[src/rtl/mem_ctrl_if.sv]
// mem_ctrl_if: request/response and RAM-port bundle for the memory controller.
//   clear / io_buffer_full : flush from the ROB, UART buffer full
//   mem_*                  : byte-wide RAM/IO port
//   inst_*                 : instruction-fetch channel (32-bit reads)
//   data_*                 : load/store-buffer channel
// Modport slave is the controller's view; master is the requesters + RAM side.
interface mem_ctrl_if #(
  parameter int unsigned ADDR_W = 32
) ();
  logic              clear;
  logic              io_buffer_full;
  logic [7:0]        mem_din;
  logic [7:0]        mem_dout;
  logic [ADDR_W-1:0] mem_a;
  logic              mem_wr;
  logic              inst_valid;
  logic [ADDR_W-1:0] inst_addr;
  logic              inst_ready;
  logic [31:0]       inst_res;
  logic              data_valid;
  logic              data_wr;
  logic [2:0]        data_size;
  logic [ADDR_W-1:0] data_addr;
  logic [31:0]       data_value;
  logic              data_ready;
  logic [31:0]       data_res;

  modport slave (
    input  clear, io_buffer_full, mem_din,
           inst_valid, inst_addr,
           data_valid, data_wr, data_size, data_addr, data_value,
    output mem_dout, mem_a, mem_wr, inst_ready, inst_res, data_ready, data_res
  );

  modport master (
    output clear, io_buffer_full, mem_din,
           inst_valid, inst_addr,
           data_valid, data_wr, data_size, data_addr, data_value,
    input  mem_dout, mem_a, mem_wr, inst_ready, inst_res, data_ready, data_res
  );
endinterface

[src/rtl/mem_ctrl.sv]
// mem_ctrl: arbitrates instruction fetch and load/store requests onto one
// byte-wide RAM/IO port, splitting each access into byte beats and returning
// a one-cycle ready pulse with the assembled/extended result.
// Ports:
//   clk_in  : system clock (rising edge)
//   rst_in  : synchronous active-high reset
//   rdy_in  : global enable; low freezes every register
//   bus     : mem_ctrl_if.slave (RAM port, fetch channel, data channel)
// Build option: define MEM_CTRL_RR_EN for round-robin arbitration,
// otherwise data has fixed priority over fetch.
module mem_ctrl #(
  parameter int unsigned ADDR_W = 32
) (
  input  logic       clk_in,
  input  logic       rst_in,
  input  logic       rdy_in,
  mem_ctrl_if.slave  bus
);
  typedef enum logic [1:0] {IDLE, READ, WRITE, DONE} state_e;

  state_e            state_q;
  logic              own_inst_q;   // 1 = current access belongs to fetch
  logic [ADDR_W-1:0] addr_q;
  logic [2:0]        size_q;
  logic [31:0]       value_q;
  logic [31:0]       buf_q;
  logic [2:0]        cnt_q;        // READ: edge index since grant; WRITE: beat on bus
  logic [2:0]        nbytes_q;
  logic [ADDR_W-1:0] mem_a_q;
  logic [7:0]        mem_dout_q;
  logic              mem_wr_q;
  logic              inst_ready_q;
  logic              data_ready_q;
  logic [31:0]       inst_res_q;
  logic [31:0]       data_res_q;
`ifdef MEM_CTRL_RR_EN
  logic              last_data_q;  // 1 = data won the last grant
`endif

  logic              want_inst_c;
  logic              pick_data_c;
  logic              pick_inst_c;
  logic [ADDR_W-1:0] req_addr_c;
  logic              req_write_c;
  logic [2:0]        req_n_c;
  logic              abort_c;
  logic [1:0]        rd_lane_c;
  logic [31:0]       rd_buf_d;
  logic [1:0]        wr_lane_d;
  logic [ADDR_W-1:0] wr_addr_d;

  function automatic logic is_io(input logic [ADDR_W-1:0] a);
    return a[17:16] == 2'b11;
  endfunction

  function automatic logic [31:0] extend(input logic [31:0] w, input logic [2:0] sz);
    case (sz[1:0])
      2'd0:    return sz[2] ? {24'd0, w[7:0]}  : {{24{w[7]}}, w[7:0]};
      2'd1:    return sz[2] ? {16'd0, w[15:0]} : {{16{w[15]}}, w[15:0]};
      default: return w;
    endcase
  endfunction

  // Arbitration: a flush also masks the fetch request seen in IDLE.
  assign want_inst_c = bus.inst_valid && !bus.clear;
`ifdef MEM_CTRL_RR_EN
  assign pick_data_c = bus.data_valid && (!want_inst_c || !last_data_q);
`else
  assign pick_data_c = bus.data_valid;
`endif
  assign pick_inst_c = want_inst_c && !pick_data_c;

  assign req_addr_c  = pick_data_c ? bus.data_addr : bus.inst_addr;
  assign req_write_c = pick_data_c && bus.data_wr;
  assign req_n_c     = !pick_data_c             ? 3'd4 :
                       (bus.data_size[1:0] == 2'd0) ? 3'd1 :
                       (bus.data_size[1:0] == 2'd1) ? 3'd2 : 3'd4;

  assign abort_c = bus.clear && own_inst_q;

  // Read byte arriving this edge belongs to the address issued two edges ago.
  assign rd_lane_c = 2'(cnt_q - 3'd2);
  always_comb begin
    rd_buf_d = buf_q;
    rd_buf_d[{rd_lane_c, 3'b000} +: 8] = bus.mem_din;
  end

  assign wr_lane_d = 2'(cnt_q + 3'd1);
  assign wr_addr_d = addr_q + ADDR_W'(cnt_q + 3'd1);

  always_ff @(posedge clk_in) begin
    if (rst_in) begin
      state_q      <= IDLE;
      own_inst_q   <= 1'b0;
      addr_q       <= '0;
      size_q       <= '0;
      value_q      <= '0;
      buf_q        <= '0;
      cnt_q        <= '0;
      nbytes_q     <= '0;
      mem_a_q      <= '0;
      mem_dout_q   <= '0;
      mem_wr_q     <= 1'b0;
      inst_ready_q <= 1'b0;
      data_ready_q <= 1'b0;
      inst_res_q   <= '0;
      data_res_q   <= '0;
`ifdef MEM_CTRL_RR_EN
      last_data_q  <= 1'b0;
`endif
    end else if (rdy_in) begin
      inst_ready_q <= 1'b0;
      data_ready_q <= 1'b0;
      case (state_q)
        IDLE: begin
          if (pick_data_c || pick_inst_c) begin
            own_inst_q <= pick_inst_c;
            addr_q     <= req_addr_c;
            size_q     <= pick_data_c ? bus.data_size : 3'b010;
            value_q    <= pick_data_c ? bus.data_value : 32'd0;
            nbytes_q   <= req_n_c;
            buf_q      <= '0;
            mem_a_q    <= req_addr_c;
            mem_dout_q <= pick_data_c ? bus.data_value[7:0] : 8'd0;
            // First beat is withheld straight away if the UART cannot take it.
            mem_wr_q   <= req_write_c && !(is_io(req_addr_c) && bus.io_buffer_full);
            cnt_q      <= req_write_c ? 3'd0 : 3'd1;
            state_q    <= req_write_c ? WRITE : READ;
`ifdef MEM_CTRL_RR_EN
            last_data_q <= pick_data_c;
`endif
          end
        end
        READ: begin
          if (abort_c) begin
            mem_a_q <= '0;
            state_q <= IDLE;
          end else begin
            if (cnt_q >= 3'd2) buf_q <= rd_buf_d;
            mem_a_q <= (cnt_q < nbytes_q) ? addr_q + ADDR_W'(cnt_q) : '0;
            cnt_q   <= cnt_q + 3'd1;
            if (cnt_q == nbytes_q + 3'd1) begin
              state_q <= DONE;
              if (own_inst_q) begin
                inst_ready_q <= 1'b1;
                inst_res_q   <= rd_buf_d;
              end else begin
                data_ready_q <= 1'b1;
                data_res_q   <= extend(rd_buf_d, size_q);
              end
            end
          end
        end
        WRITE: begin
          if (mem_wr_q) begin
            if (cnt_q == nbytes_q - 3'd1) begin
              mem_wr_q     <= 1'b0;
              mem_a_q      <= '0;
              mem_dout_q   <= '0;
              data_ready_q <= 1'b1;
              data_res_q   <= '0;
              state_q      <= DONE;
            end else begin
              cnt_q      <= cnt_q + 3'd1;
              mem_a_q    <= wr_addr_d;
              mem_dout_q <= value_q[{wr_lane_d, 3'b000} +: 8];
              mem_wr_q   <= !(is_io(wr_addr_d) && bus.io_buffer_full);
            end
          end else begin
            // Stalled beat: retry on the same address once the UART drains.
            mem_wr_q <= !(is_io(mem_a_q) && bus.io_buffer_full);
          end
        end
        DONE: begin
          // The ready pulse is already on the bus; a flush here just returns to IDLE.
          state_q <= IDLE;
        end
        default: state_q <= IDLE;
      endcase
    end
  end

  assign bus.mem_a      = mem_a_q;
  assign bus.mem_dout   = mem_dout_q;
  assign bus.mem_wr     = mem_wr_q;
  assign bus.inst_ready = inst_ready_q;
  assign bus.inst_res   = inst_res_q;
  assign bus.data_ready = data_ready_q;
  assign bus.data_res   = data_res_q;
endmodule

[src/flat_wrapper.sv]
// flat-port wrapper written by rule: the top's interface ports become plain ports
module mem_ctrl_flat 
#(
  parameter int unsigned ADDR_W = 32
)
  (clk_in, rst_in, rdy_in, bus_clear, bus_io_buffer_full, bus_mem_din, bus_inst_valid, bus_inst_addr, bus_data_valid, bus_data_wr, bus_data_size, bus_data_addr, bus_data_value, bus_mem_dout, bus_mem_a, bus_mem_wr, bus_inst_ready, bus_inst_res, bus_data_ready, bus_data_res);
  mem_ctrl_if #(.ADDR_W(ADDR_W)) bus_i ();
  input  logic clk_in;
  input  logic rst_in;
  input  logic rdy_in;
  input wire logic [$bits(bus_i.clear)-1:0] bus_clear;
  input wire logic [$bits(bus_i.io_buffer_full)-1:0] bus_io_buffer_full;
  input wire logic [$bits(bus_i.mem_din)-1:0] bus_mem_din;
  input wire logic [$bits(bus_i.inst_valid)-1:0] bus_inst_valid;
  input wire logic [$bits(bus_i.inst_addr)-1:0] bus_inst_addr;
  input wire logic [$bits(bus_i.data_valid)-1:0] bus_data_valid;
  input wire logic [$bits(bus_i.data_wr)-1:0] bus_data_wr;
  input wire logic [$bits(bus_i.data_size)-1:0] bus_data_size;
  input wire logic [$bits(bus_i.data_addr)-1:0] bus_data_addr;
  input wire logic [$bits(bus_i.data_value)-1:0] bus_data_value;
  output wire logic [$bits(bus_i.mem_dout)-1:0] bus_mem_dout;
  output wire logic [$bits(bus_i.mem_a)-1:0] bus_mem_a;
  output wire logic [$bits(bus_i.mem_wr)-1:0] bus_mem_wr;
  output wire logic [$bits(bus_i.inst_ready)-1:0] bus_inst_ready;
  output wire logic [$bits(bus_i.inst_res)-1:0] bus_inst_res;
  output wire logic [$bits(bus_i.data_ready)-1:0] bus_data_ready;
  output wire logic [$bits(bus_i.data_res)-1:0] bus_data_res;
  assign bus_i.clear = bus_clear;
  assign bus_i.io_buffer_full = bus_io_buffer_full;
  assign bus_i.mem_din = bus_mem_din;
  assign bus_i.inst_valid = bus_inst_valid;
  assign bus_i.inst_addr = bus_inst_addr;
  assign bus_i.data_valid = bus_data_valid;
  assign bus_i.data_wr = bus_data_wr;
  assign bus_i.data_size = bus_data_size;
  assign bus_i.data_addr = bus_data_addr;
  assign bus_i.data_value = bus_data_value;
  assign bus_mem_dout = bus_i.mem_dout;
  assign bus_mem_a = bus_i.mem_a;
  assign bus_mem_wr = bus_i.mem_wr;
  assign bus_inst_ready = bus_i.inst_ready;
  assign bus_inst_res = bus_i.inst_res;
  assign bus_data_ready = bus_i.data_ready;
  assign bus_data_res = bus_i.data_res;
  mem_ctrl #(.ADDR_W(ADDR_W)) u_core (.clk_in(clk_in), .rst_in(rst_in), .rdy_in(rdy_in), .bus(bus_i));
endmodule
[config.mk]
export PLATFORM = sky130hd
export DESIGN_NAME = mem_ctrl_flat
export DESIGN_NICKNAME = d
export VERILOG_FILES = /design/src/rtl/mem_ctrl_if.sv /design/src/rtl/mem_ctrl.sv /design/src/flat_wrapper.sv
export SDC_FILE = /design/constraint.sdc
export NUM_CORES = 1
export LEC_CHECK = 0
export CAP_MARGIN = 20
export CORE_ASPECT_RATIO = 2
export CORE_UTILIZATION = 52
export DETAILED_ROUTE_END_ITERATION = 6
export GPL_ROUTABILITY_DRIVEN = 0
export PLACE_DENSITY = 0.83
export SKIP_LAST_GASP = 1
export SLEW_MARGIN = 40
export SYNTH_ARGS = -nofsm -noshare
export SYNTH_HDL_FRONTEND = slang
export SYNTH_SLANG_ARGS = --single-unit
[constraint.sdc]
create_clock -name clk_in -period 4.1 [get_ports clk_in]
set_clock_uncertainty 0.15 [all_clocks]
set_input_delay 0.82 -clock clk_in [delete_from_list [all_inputs] [get_ports clk_in]]
set_output_delay 0.82 -clock clk_in [all_outputs]
set_load 0.05 [all_outputs]
==> results.yml <==
clocking:
  cts.sinks: 215
  cts_setup_buffers: 0
  cts_made_buffers: 20
  clk_pin_slew_ns: 0.07
  h-tree-depth: 1
  cts_tree: "built"
  clk_latency_ns: 0.50
  clock_tree.buffer_depth: 3
  cts_hold_buf: 0
  cts_resized: 0
  ctsRootBufferMaster: "clkbuf_16"
worst_setup_path:
  critPathTopFamily: "compound AO/OA/AOI/OAI gates"
  crit_required_ns: 4.38
  r2r_cells: 10
  cp-end-kind: "flop"
  critPathLaunchType: "flop"
  crit_buf_inv: 3
  worstPathMaxFanout: 16
  path_cells: "inv_1 > ha_1 > buf_4 > nor4bb_1 > buf_4 > nand2_1 > o21a_1 > a211oi_1 > o21a_1 > a22o_1"
  cp.arrival_ns: 3.62
  crit_type: "flop to flop"
  cp.depth: 10
  slowest_stage: "dfxtp_1"
  critPathMaxStageDelay_ns: 0.57
synthesis:
  synth-main-ff-cell: "dfxtp_1"
  ys_seq_area_share_pct: 39.2
  yosys.area_share.simple_pct: 20.6
  synth_compound_area_share_pct: 24.0
  synth_edf_count: 0
  ys_ff_latch: 215
  synth_fp_nets: 1458
  yosys_warnings: 0
  synth_mux_area_share_pct: 5.37
  synthXorXnorAreaFrac_pct: 3.05
  synth_area_sq_um: 11000
  yosysUniqueCellTypes: 69
  netlist_instances: 1318
  synth_fa_ha_area_share_pct: 2.98
  avgSynthCellArea_sq_um: 8.34
  async_flop_share_pct: 0
  synth_top_family_by_area: "compound AO/OA/AOI/OAI gates"
detailed_routing:
  dr.pass1.iters: 5
  wl_um: 34300
  via_per_inst: 6.22
  wl_per_cell_um: 19.5
  drtIter0Drc: 857
  drc: 0
  route.vias.total: 10900
  antenna_left: 0
final_layout:
  finalNonFillerCells: 1756
  fin_nets: 1614
  final_layout_size_suffix_gt1_share_pct: 5.85
  area_growth_pct: 27.6
  fillers: 1673
floorplanning:
  fp.dieW_um: 105
  die_h_um: 208
  boundaryPins: 222
  die_area_sq_um: 21800
  core_area_sq_um: 20600
  rows: 74
  initial_core_util_pct: 53.5
sta:
  setup_tns_ns: 0
  slew_headroom_pct: 43.9
  min_period_over_period_pct: 81.4
  finalHoldViolations: 0
  period_needed_ns: 3.34
  finalSetupViolCount: 0
  worst_pin_slew_ns: 0.840
  grt_setup_unrepaired: "no"
  fmax_ghz: 0.300
  drv_slew: 0
power:
  power_leakage_nw: 4.85
  pwr_density_cell_nw_per_um2: 416
  vdd.ir_drop.worst_uv: 301
placement:
  hpwl_um: 24400
  port_buffers: 221
  place_inst: 1718
global_route:
  grt_pass1_wl_um: 54500
  first_global_vias: 10600
  grt_max_degree: 101
  gr-total-overflow: 0
  grt_util_all_layers_pct: 31.1
  antenna_found_initial: 4
outcome:
  outcome: "finished clean"
min_path:
  hold_depth: 2
  hold_path.class: "flop to flop"
job:
  max-cap-violations: 0
==> flip-flops by register name, indices dropped and copies added (netlist names) <==
signal                 cells
u_core.bus.mem_wr          1
u_core.nbytes_q            3
u_core.bus.inst_res       32
u_core.bus.data_ready      1
u_core.size_q              3
u_core.bus.mem_dout        8
u_core.state_q             2
u_core.value_q            32
u_core.bus.data_res       32
u_core.bus.mem_a          32
u_core.cnt_q               3
u_core.bus.inst_ready      1
u_core.addr_q             32
u_core.own_inst_q          1
u_core.buf_q              32
==> placed cells by master (no fill, tap or decap), types with 26 or more instances in the layout <==
cell               n
nand3_1           40
clkdlybuf4s50_1  219
o21ai_0           36
a21oi_1          118
nand2_1          117
nand3b_1          26
nor2b_1           29
mux2i_1           41
a22oi_1           44
nor2_1           149
dfxtp_1          215
a211oi_1          78
nor3_1            26
==> layout make-up <==
cell class	count	area [sq um]	area share, %
antenna	4	10.0	0.0713
clock buffer	29	596	4.24
clock inverter	5	77.6	0.553
inverter	26	97.6	0.696
multi-input combinational	965	6200	44.2
sequential	215	4300	30.7
tap	266	333	2.37
timing repair buffer	246	2410	17.2
==> per-stage QoR <==
stage / worst slack (ns) / util, % / hold slack [ns] / instance area (sq um) / power, mW
floorplan: 1.17 / - / 0.277 / 11000 / 3.39
global placement: 0.811 / 64.9 / 0.282 / 13300 / 3.90
detailed placement: 0.761 / 64.9 / 0.289 / 13300 / 3.93
CTS: 0.778 / 68.2 / 0.298 / 14000 / 5.84
global route: 0.534 / 68.3 / 0.312 / 14000 / 6.07
finish: 0.764 / 68.3 / 0.298 / 14000 / 5.83
==> routing by layer <==
metal  GRT usage (%)  vias to the layer above  part of all wire (%)
met4            20.1                        0                   7.0
met1            32.8                     5086                    35
met3            3.67                      164                   6.2
met5               0                        -                     0
met2            57.3                      555                    52
li1                -                     5125                     -
==> cells in the mapped netlist (8+ instances only) <==
cell,instances,area (sq um)
clkbuf_1,90,338
buf_2,10,50.1
mux2i_1,41,410
a21oi_1,119,596
ha_1,23,288
nor2_1,150,563
nor3_1,27,135
a31oi_1,15,93.8
xnor2_1,23,201
o221ai_1,8,70.1
and2_1,8,50.1
buf_1,11,41.3
inv_1,24,90.1
o21ai_0,36,180
nor2b_1,29,181
a22o_1,18,158
mux4_2,8,180
xor2_1,10,87.6
nand3_1,40,200
or3_1,19,119
a22oi_1,44,330
nand4_1,8,50.1
o211ai_1,8,60.1
nand3b_1,26,195
dfxtp_1,215,4300
nand2_1,117,439
a211oi_1,79,593
==> final timing paths <==
kind,startpoint,slack [ns],endpoint
worst min register to register,u_core.buf_q[1]$_SDFFE_PP0P_,0.30,u_core.buf_q[1]$_SDFFE_PP0P_
worst max register to register,u_core.cnt_q[1]$_SDFFE_PP0P_,0.76,u_core.bus.data_res[28]$_SDFFE_PP0P_
worst min-delay path,u_core.buf_q[1]$_SDFFE_PP0P_,0.30,u_core.buf_q[1]$_SDFFE_PP0P_
worst max-delay path,u_core.cnt_q[1]$_SDFFE_PP0P_,0.76,u_core.bus.data_res[28]$_SDFFE_PP0P_
==> power by group <==
group | switching (mW) | total (mW) | internal [mW]
logic | 0.965 | 1.53 | 0.562
registers | 0.160 | 2.39 | 2.23
clock network | 0.785 | 1.92 | 1.13
total | 1.91 | 5.83 | 3.92
==> cells by family after synthesis <==
family                   count (synthesis)
XOR/XNOR                                35
flip-flops                             215
adder cells (fa/ha/maj)                 25
buffers and inverters                  138
AND/OR/NAND/NOR                        466
AO/OA/AOI/OAI                          390
multiplexers                            49
==> tightest hold or removal path, cell delays in order (launching register included) <==
cell,delay (ns)
dfxtp_1,0.31
nand2_1,0.05
a21oi_1,0.05
(Power assumes the default switching activity.)
